[config.mk]
export PLATFORM = sky130hd
export DESIGN_NAME = scalar_wb_arbiter
export DESIGN_NICKNAME = d
export VERILOG_FILES = /design/src/rtl/scalar_ctrl_pkg.sv /design/src/rtl/scalar_wb_rr_arbiter.sv /design/src/rtl/scalar_wb_arbiter.sv
export SDC_FILE = /design/constraint.sdc
export NUM_CORES = 1
export LEC_CHECK = 0
export BUFFER_PORTS_ARGS = -buffer_cell sky130_fd_sc_hd__buf_2
export CAP_MARGIN = 20
export CORE_MARGIN = 2
export CORE_UTILIZATION = 30
export CTS_CLUSTER_DIAMETER = 120
export DETAILED_ROUTE_END_ITERATION = 7
export SLEW_MARGIN = 40
export SYNTH_ARGS = -nofsm -noshare
export SYNTH_HDL_FRONTEND = slang
export SYNTH_SLANG_ARGS = --single-unit
[constraint.sdc]
create_clock -name clk -period 1.1 [get_ports clk]
set_input_delay 0.055 -clock clk [delete_from_list [all_inputs] [get_ports clk]]
set_output_delay 0.055 -clock clk [all_outputs]
set_load 0.02 [all_outputs]
[src/rtl/scalar_ctrl_pkg.sv]
// Shared definitions for the scalar write-back path: requester limits, packed-bus
// slice extraction and the register-file write-port bundle.
package scalar_ctrl_pkg;

    localparam int MAX_REQ   = 4;
    localparam int SLICE_W   = 32;
    localparam int MAX_BUS_W = MAX_REQ * SLICE_W;

    // Write-port bundle sized for the widest supported configuration
    typedef struct packed {
        logic               wrEn;
        logic [7:0]         index;
        logic [SLICE_W-1:0] data;
    } wb_port_t;

    // Returns slice idx of width w (w < SLICE_W) from a zero-extended packed bus
    function automatic logic [SLICE_W-1:0] get_slice(input logic [MAX_BUS_W-1:0] bus,
                                                     input int idx, input int w);
        logic [MAX_BUS_W-1:0] shifted;
        logic [SLICE_W-1:0]   mask;
        shifted = bus >> (idx * w);
        mask    = (SLICE_W'(1) << w) - SLICE_W'(1);
        return shifted[SLICE_W-1:0] & mask;
    endfunction

endpackage

[src/rtl/scalar_wb_rr_arbiter.sv]
// Write-back grant logic. RR_ARB_EN selects round-robin with a priority pointer;
// otherwise fixed priority (lowest index wins) with no state.
module scalar_wb_rr_arbiter
    import scalar_ctrl_pkg::*;
#(
    parameter int numReq = 2
) (
`ifdef RR_ARB_EN
    input  logic              clk,
`endif
    input  logic              rst,
    input  logic [numReq-1:0] reqValid,
    output logic [numReq-1:0] grant
);

`ifdef RR_ARB_EN
    localparam int PTR_W = (numReq > 1) ? $clog2(numReq) : 1;

    logic [PTR_W-1:0] ptr_q, ptr_d;

    always_ff @(posedge clk or posedge rst) begin
        if (rst) ptr_q <= '0;
        else     ptr_q <= ptr_d;
    end

    // Search starts at the pointer; the winner's successor becomes the new pointer
    always_comb begin
        logic found;
        grant = '0;
        ptr_d = ptr_q;
        found = 1'b0;
        if (!rst) begin
            for (int k = 0; k < numReq; k++) begin
                automatic int idx = (int'(ptr_q) + k) % numReq;
                if (!found && reqValid[idx]) begin
                    grant[idx] = 1'b1;
                    ptr_d      = PTR_W'((idx + 1) % numReq);
                    found      = 1'b1;
                end
            end
        end
    end
`else
    always_comb begin
        logic found;
        grant = '0;
        found = 1'b0;
        if (!rst) begin
            for (int k = 0; k < numReq; k++) begin
                if (!found && reqValid[k]) begin
                    grant[k] = 1'b1;
                    found    = 1'b1;
                end
            end
        end
    end
`endif

endmodule

[src/rtl/scalar_wb_arbiter.sv]
// Scalar register-file write-back arbiter with a busy scoreboard for RAW hazards.
// Arbitration policy is chosen by RR_ARB_EN (round-robin) or fixed priority when undefined.
module scalar_wb_arbiter
    import scalar_ctrl_pkg::*;
#(
    parameter int regSize     = 8,
    parameter int regQuantity = 4,
    parameter int selBits     = 2,
    parameter int numReq      = 2
) (
    input  logic                        clk,
    input  logic                        rst,
    input  logic [numReq-1:0]           reqValid,
    input  logic [numReq*selBits-1:0]   reqReg,
    input  logic [numReq*regSize-1:0]   reqData,
    output logic [numReq-1:0]           reqReady,
    input  logic                        rsvValid,
    input  logic [selBits-1:0]          rsvReg,
    output logic                        rsvReady,
    input  logic [selBits-1:0]          chkSel1,
    input  logic [selBits-1:0]          chkSel2,
    output logic                        chkBusy1,
    output logic                        chkBusy2,
    output logic [regQuantity-1:0]      busyVec,
    output logic                        regWrEn,
    output logic [selBits-1:0]          regToWrite,
    output logic [regSize-1:0]          dataIn
);

    logic [numReq-1:0]      grant;
    logic                   wrEn_q, wrEn_d;
    logic [selBits-1:0]     wrIdx_q, wrIdx_d;
    logic [regSize-1:0]     wrData_q, wrData_d;
    logic [regQuantity-1:0] busy_q, busy_d;

    scalar_wb_rr_arbiter #(.numReq(numReq)) u_arb (
`ifdef RR_ARB_EN
        .clk      (clk),
`endif
        .rst      (rst),
        .reqValid (reqValid),
        .grant    (grant)
    );

    assign reqReady = grant;

    // Write stage: grants only go to valid requesters, so any grant is a handshake
    always_comb begin
        wrEn_d   = |grant;
        wrIdx_d  = wrIdx_q;
        wrData_d = wrData_q;
        for (int i = 0; i < numReq; i++) begin
            if (grant[i]) begin
                wrIdx_d  = selBits'(get_slice(MAX_BUS_W'(reqReg), i, selBits));
                wrData_d = regSize'(get_slice(MAX_BUS_W'(reqData), i, regSize));
            end
        end
    end

    assign rsvReady = ~busy_q[rsvReg];

    // Clear of the written register and set of a reserved one never collide
    always_comb begin
        busy_d = busy_q;
        if (wrEn_q)               busy_d[wrIdx_q] = 1'b0;
        if (rsvValid && rsvReady) busy_d[rsvReg]  = 1'b1;
    end

    always_ff @(posedge clk or posedge rst) begin
        if (rst) begin
            wrEn_q   <= 1'b0;
            wrIdx_q  <= '0;
            wrData_q <= '0;
            busy_q   <= '0;
        end else begin
            wrEn_q   <= wrEn_d;
            wrIdx_q  <= wrIdx_d;
            wrData_q <= wrData_d;
            busy_q   <= busy_d;
        end
    end

    assign regWrEn    = wrEn_q;
    assign regToWrite = wrIdx_q;
    assign dataIn     = wrData_q;
    assign busyVec    = busy_q;
    assign chkBusy1   = busy_q[chkSel1];
    assign chkBusy2   = busy_q[chkSel2];

endmodule

==> flow_summary.yaml, run 1 <==
synthesis:
  yosys.area.top_type: "dfrtp_1"
  syn_area_per_cell_um2: 11.3
  ys.flop_type: "dfrtp_1"
  syn_nets: 107
  synthTopCellsByArea: "dfrtp_1 (44%), o32ai_2 (9.5%), mux4_2 (7.9%)"
  synth_warnings: 0
  synth_edf_count: 0
  syn_inst: 76
  synth_cell_types: 19
  netlist_area_um2: 856
  synth_top_area_share_pct: 43.9
  ys_seq_elements: 15
  synth.most_common_cell: "nor2_1"
  async_reset_ff_share_pct: 100
  synth_seq_area_share_pct: 43.9
  synth_common_cells: "nor2_1 (17), dfrtp_1 (15), a31oi_1 (6), inv_1 (6), o32ai_2 (5)"
power:
  leakagePower_nw: 0.581
  seq_power_share_pct: 37.1
  finalPower_mw: 2.04
  ir_drop_uv: 1140
  pwr-share-comb_pct: 47.9
  clockPowerShare_pct: 15.1
  power.density_nw_per_um2: 1610
  p_int_mw: 1.29
  p_sw_uw: 753
  p_sw_share_pct: 36.9
setup_path:
  cp-end-kind: "primary output"
  cp-start-kind: "flip-flop"
  r2r_cells: 5
  critPathMaxStageDelay_ns: 0.48
  crit_family: "multiplexers"
  crit_slowest_cell: "mux4_2"
  regToRegStartpoint: "busyVec[2]"
  arrival_ns: 1.35
  crit_path_max_fanout: 4
  r2r-end: "busyVec[2]"
  cp.required_ns: 1.04
  reg2reg_slack_ns: -0.04
  crit_chain: "mux4_2 -> inv_2 -> buf_6"
  crit_type: "reg2out"
  cp_num_buf_inv: 2
die:
  die_width_um: 57.4
  ioPinCount: 51
  core_um2: 2730
  dieArea_um2: 3300
  die_h_um: 57.4
  row_count: 19
  start_util_pct: 31.3
cells_and_area:
  drive_above_1_share_pct: 63.2
  nets: 168
  num_antenna_cells: 0
  area_growth_pct: 47.8
worst_hold_path:
  hp-class: "in2async"
timing:
  setup_viol: 5
  worst_slack_ns: -0.308
  hold_viol_final: 0
  worst_hold_slack_ns: 0.0178
  fin_skew_ns: 0.00278
  slew_viol_final: 0
  rsz0062_at_grt: "true"
  min_period_ns: 1.41
  finalCritPeriodShare_pct: 128
  maxSlewHeadroom_pct: 79.5
  worstMarginPinSlew_ns: 0.308
  fmax_mhz: 710
clocking:
  cts_root_buf: "clkbuf_4"
  cts_made_buffers: 3
  clk_latency_ns: 0.27
  clkTransAtPathRegs_ns: 0.09
  cts_max_path_buffers: 2
  cts.sink_count: 15
  cts.htree.levels: 1
  cts_tree: "done"
placed_design:
  place_ws_ns: -0.0395
  io_buffers: 50
  gp_congestion: 0.828
  place_hpwl_mm: 1.80
routing:
  drt_pass1_iterations: 3
  drc: 0
  vias: 842
  wl_mm: 2.26
  drtAntennaViolNets: 0
  detail_route.wl_per_cell_um: 13.6
  viasPerCell: 5.04
  drtIter0Drc: 9
global_route:
  grt_pass1_vias: 805
  grt_overflow_total: 0
  grt_first_pass_wirelength_mm: 3.66
  grt_usage_pct: 13.8
  grt_max_degree: 12
  antenna_found_initial: 0
outcome:
  status: "finished with violations"
  violations: "negative setup slack"
job:
  drv_cap: 0
[power groups by stage]
stage               sequential [mW]  combinational, mW  clock [mW]
finish                        0.756              0.977       0.307
global route                  0.773               1.05       0.353
CTS                           0.757              0.923       0.319
detailed placement            0.770              0.822           0
global placement              0.757              0.808           0
floorplan                     0.901              0.334           0
[metrics by stage]
| stage | instances | utilization (%) | cell area (um2) | setup TNS, ns |
|---|---|---|---|---|
| 2_1_floorplan | 76 | - | 861 | 0 |
| 3_3_place_gp | 160 | 42.8 | 1170 | -0.0237 |
| 3_5_place_dp | 160 | 42.8 | 1170 | -0.0395 |
| 4_1_cts | 166 | 45.3 | 1240 | -0.962 |
| 5_1_grt | 167 | 46.3 | 1260 | -1.31 |
| 6_report | 167 | 46.3 | 1260 | -1.09 |
[worst max-delay path by stage]
stage	startpoint	end	depth (start not counted)
after floorplan	busyVec[3]	rsvReady	2
after global placement	busyVec[2]	rsvReady	3
after detailed placement	busyVec[2]	rsvReady	3
after CTS	busyVec[3]	rsvReady	3
after global routing	busyVec[2]	rsvReady	3
final	busyVec[3]	rsvReady	3
[layout by cell type, fill, tap and decap left out, types with 4 or more instances in the layout]
cell type / n
dfrtp_2: 4
nor3_2: 4
a31oi_1: 5
o32ai_2: 5
buf_4: 8
buf_2: 46
dfrtp_1: 11
nor3_1: 4
nor2_1: 17
buf_6: 5
inv_1: 5
[repair_timing]
item,CTS,global route
setup endpoints to repair,3,5
pin swaps,0,0
endpoints found under the hold margin,2,0
buffers inserted,1,1
hold buffers,1,0
resized for setup,8,3
[sequential cells by signal, summed over array words and instances, names as in the netlist]
signal and flops:
regWrEn 1, dataIn 8, regToWrite 2, busyVec 4
[cell type report]
class | instances | area (um2)
clock buffers | 4 | 26.3
fillers | 268 | 1470
multi-input cells | 51 | 440
flip-flops and latches | 15 | 380
repair buffers | 60 | 357
inverters | 6 | 22.5
well taps | 31 | 38.8
[cells by family (layout without fill, tap and decap cells)]
family / Yosys count / after routing / synth area share (%)
compound gates: 19 / 19 / 23.2
mux: 3 / 3 / 7.89
simple gates: 29 / 29 / 18.6
flops: 15 / 15 / 43.9
buf+inv: 10 / 70 / 6.43
[worst min-delay path: stages]
cell and delay [ns]:
buf_2 0.18, inv_1 0.20, buf_4 0.19
[layer usage]
metal	GRT usage, %	wire [um]	vias to the layer above
met3	2.72	189	2
met2	24.8	1130	40
met1	17.3	925	395
met5	0	0	-
li1	-	-	405
met4	1.99	15	0
(Power assumes the default switching activity.)
==> inputs of run 2 (changes only) <==
BUFFER_PORTS_ARGS = default   (was -buffer_cell sky130_fd_sc_hd__buf_2)
DONT_BUFFER_PORTS = 1   (was default)
==> flow_summary.yaml, run 2 (synthesized netlist as in run 1, its figures left out) <==
power:
  seq_power_share_pct: 45.6
  power.density_nw_per_um2: 1530
  finalPower_mw: 1.81
  ir_drop_uv: 898
  leakagePower_nw: 0.472
  p_sw_share_pct: 37.7
  clockPowerShare_pct: 17.1
  p_sw_uw: 681
  p_int_mw: 1.13
  pwr-share-comb_pct: 37.3
timing:
  fmax_mhz: 736
  min_period_ns: 1.36
  fin_skew_ns: 0.00383
  rsz0062_at_grt: "true"
  slew_viol_final: 0
  maxSlewHeadroom_pct: 64.7
  worst_slack_ns: -0.259
  worstMarginPinSlew_ns: 0.528
  finalCritPeriodShare_pct: 124
  worst_hold_slack_ns: -0.00901
  setup_viol: 3
  hold_viol_final: 4
setup_path:
  crit_chain: "mux4_2 -> inv_2"
  crit_type: "reg2out"
  cp-end-kind: "primary output"
  crit_path_max_fanout: 5
  cp-start-kind: "flip-flop"
  arrival_ns: 1.30
  cp.required_ns: 1.04
  reg2reg_slack_ns: 0.12
  r2r_cells: 3
  crit_family: "multiplexers"
  critPathMaxStageDelay_ns: 0.47
  r2r-end: "busyVec[1]"
  crit_slowest_cell: "mux4_2"
  cp_num_buf_inv: 1
  regToRegStartpoint: "busyVec[1]"
global_route:
  grt_usage_pct: 15.9
  grt_max_degree: 12
  grt_first_pass_wirelength_mm: 4.02
  grt_overflow_total: 0
  antenna_found_initial: 0
  grt_pass1_vias: 838
clocking:
  clkTransAtPathRegs_ns: 0.09
  clk_latency_ns: 0.28
  cts_root_buf: "clkbuf_4"
  cts_tree: "done"
  cts.sink_count: 15
  cts.htree.levels: 1
  cts_max_path_buffers: 2
  cts_made_buffers: 3
cells_and_area:
  drive_above_1_share_pct: 33.6
  nets: 139
  layout_common_cells: "dlygate4sd3_1 (20), nor2_1 (17), dfrtp_1 (11)"
  utilization_pct: 43.2
  design_area_um2: 1180
  final_common_cell: "dlygate4sd3_1"
  area_growth_pct: 38.0
  largest_reg_flops: 8
  nFillCells: 254
  num_antenna_cells: 0
die:
  row_count: 19
  core_um2: 2730
  die_h_um: 57.4
  start_util_pct: 31.3
  ioPinCount: 51
  dieArea_um2: 3300
  die_width_um: 57.4
routing:
  drtIter0Drc: 32
  drc: 0
  drt_pass1_iterations: 2
  viasPerCell: 5.37
  vias: 741
  detail_route.wl_per_cell_um: 16.9
  wl_mm: 2.33
  drtAntennaViolNets: 0
job:
  drv_cap: 0
placed_design:
  io_buffers: 0
  place_hpwl_mm: 1.66
  gp_congestion: 0.750
  place_area_um2: 927
outcome:
  violations: "negative hold slack, negative setup slack"
  status: "finished with violations"
worst_hold_path:
  hp-class: "in2async"
run 2: changes by cell type in the layout (fill, tap and decap cells not counted):
cell / change
buf_6: -5
dlymetal6s2s_1: +1
dlygate4sd3_1: +19
a31oi_1: +1
buf_2: -46
buf_4: +2
a31oi_4: -1
run 2: area by class of cell:
| cell class | count | area [um2] | area share, % |
|---|---|---|---|
| tap | 31 | 38.8 | 3.28 |
| clock buffer | 4 | 26.3 | 2.22 |
| inverter | 6 | 22.5 | 1.91 |
| sequential | 15 | 380 | 32.2 |
| multi-input combinational | 51 | 425 | 36.0 |
| timing repair buffer | 31 | 288 | 24.4 |
run 2: worst max path at each step:
stage,start,to,depth (start not counted)
2_1_floorplan,busyVec[3],rsvReady,2
3_3_place_gp,busyVec[0],rsvReady,2
3_5_place_dp,busyVec[0],rsvReady,2
4_1_cts,busyVec[0],rsvReady,2
5_1_grt,busyVec[0],rsvReady,2
6_report,busyVec[0],rsvReady,2
run 2: power groups by stage:
| stage | Combinational [mW] | Clock [mW] | Sequential, mW |
|---|---|---|---|
| 3_3_place_gp | 0.553 | 0 | 0.825 |
| 3_5_place_dp | 0.567 | 0 | 0.840 |
| 5_1_grt | 0.733 | 0.349 | 0.843 |
| 6_report | 0.675 | 0.309 | 0.824 |
| 4_1_cts | 0.678 | 0.328 | 0.823 |
| 2_1_floorplan | 0.334 | 0 | 0.901 |
run 2: what timing repair did:
item                                    CTS  global route
setup buffers                             2             0
endpoints found under the hold margin    25             0
pin swaps                                 0             0
endpoints found under the setup margin    3            10
resized for setup                         0             2
hold buffers                             21             0
run 2: per-layer routing:
layer | wire length [um] | global-route usage (%)
met1 | 875 | 18.3
met2 | 1260 | 29.2
met3 | 166 | 2.72
met4 | 27 | 5.98
met5 | 0 | 0
run 2: worst reg2reg max path: stages, from the launching register on:
cell,delay (ns)
dfrtp_2,0.44
buf_4,0.15
a31oi_1,0.19
a41oi_1,0.07
run 2: per-stage QoR:
step           hold WS (ns)  instances  TNS (ns)  setup WS (ns)
2_1_floorplan       -0.0102         76         0        0.00122
3_3_place_gp         -0.107        111         0         0.0561
3_5_place_dp         -0.102        111         0         0.0337
4_1_cts             0.00668        138     -1.54         -0.278
5_1_grt              0.0127        138    -0.806         -0.303
6_report           -0.00901        138    -0.683         -0.259
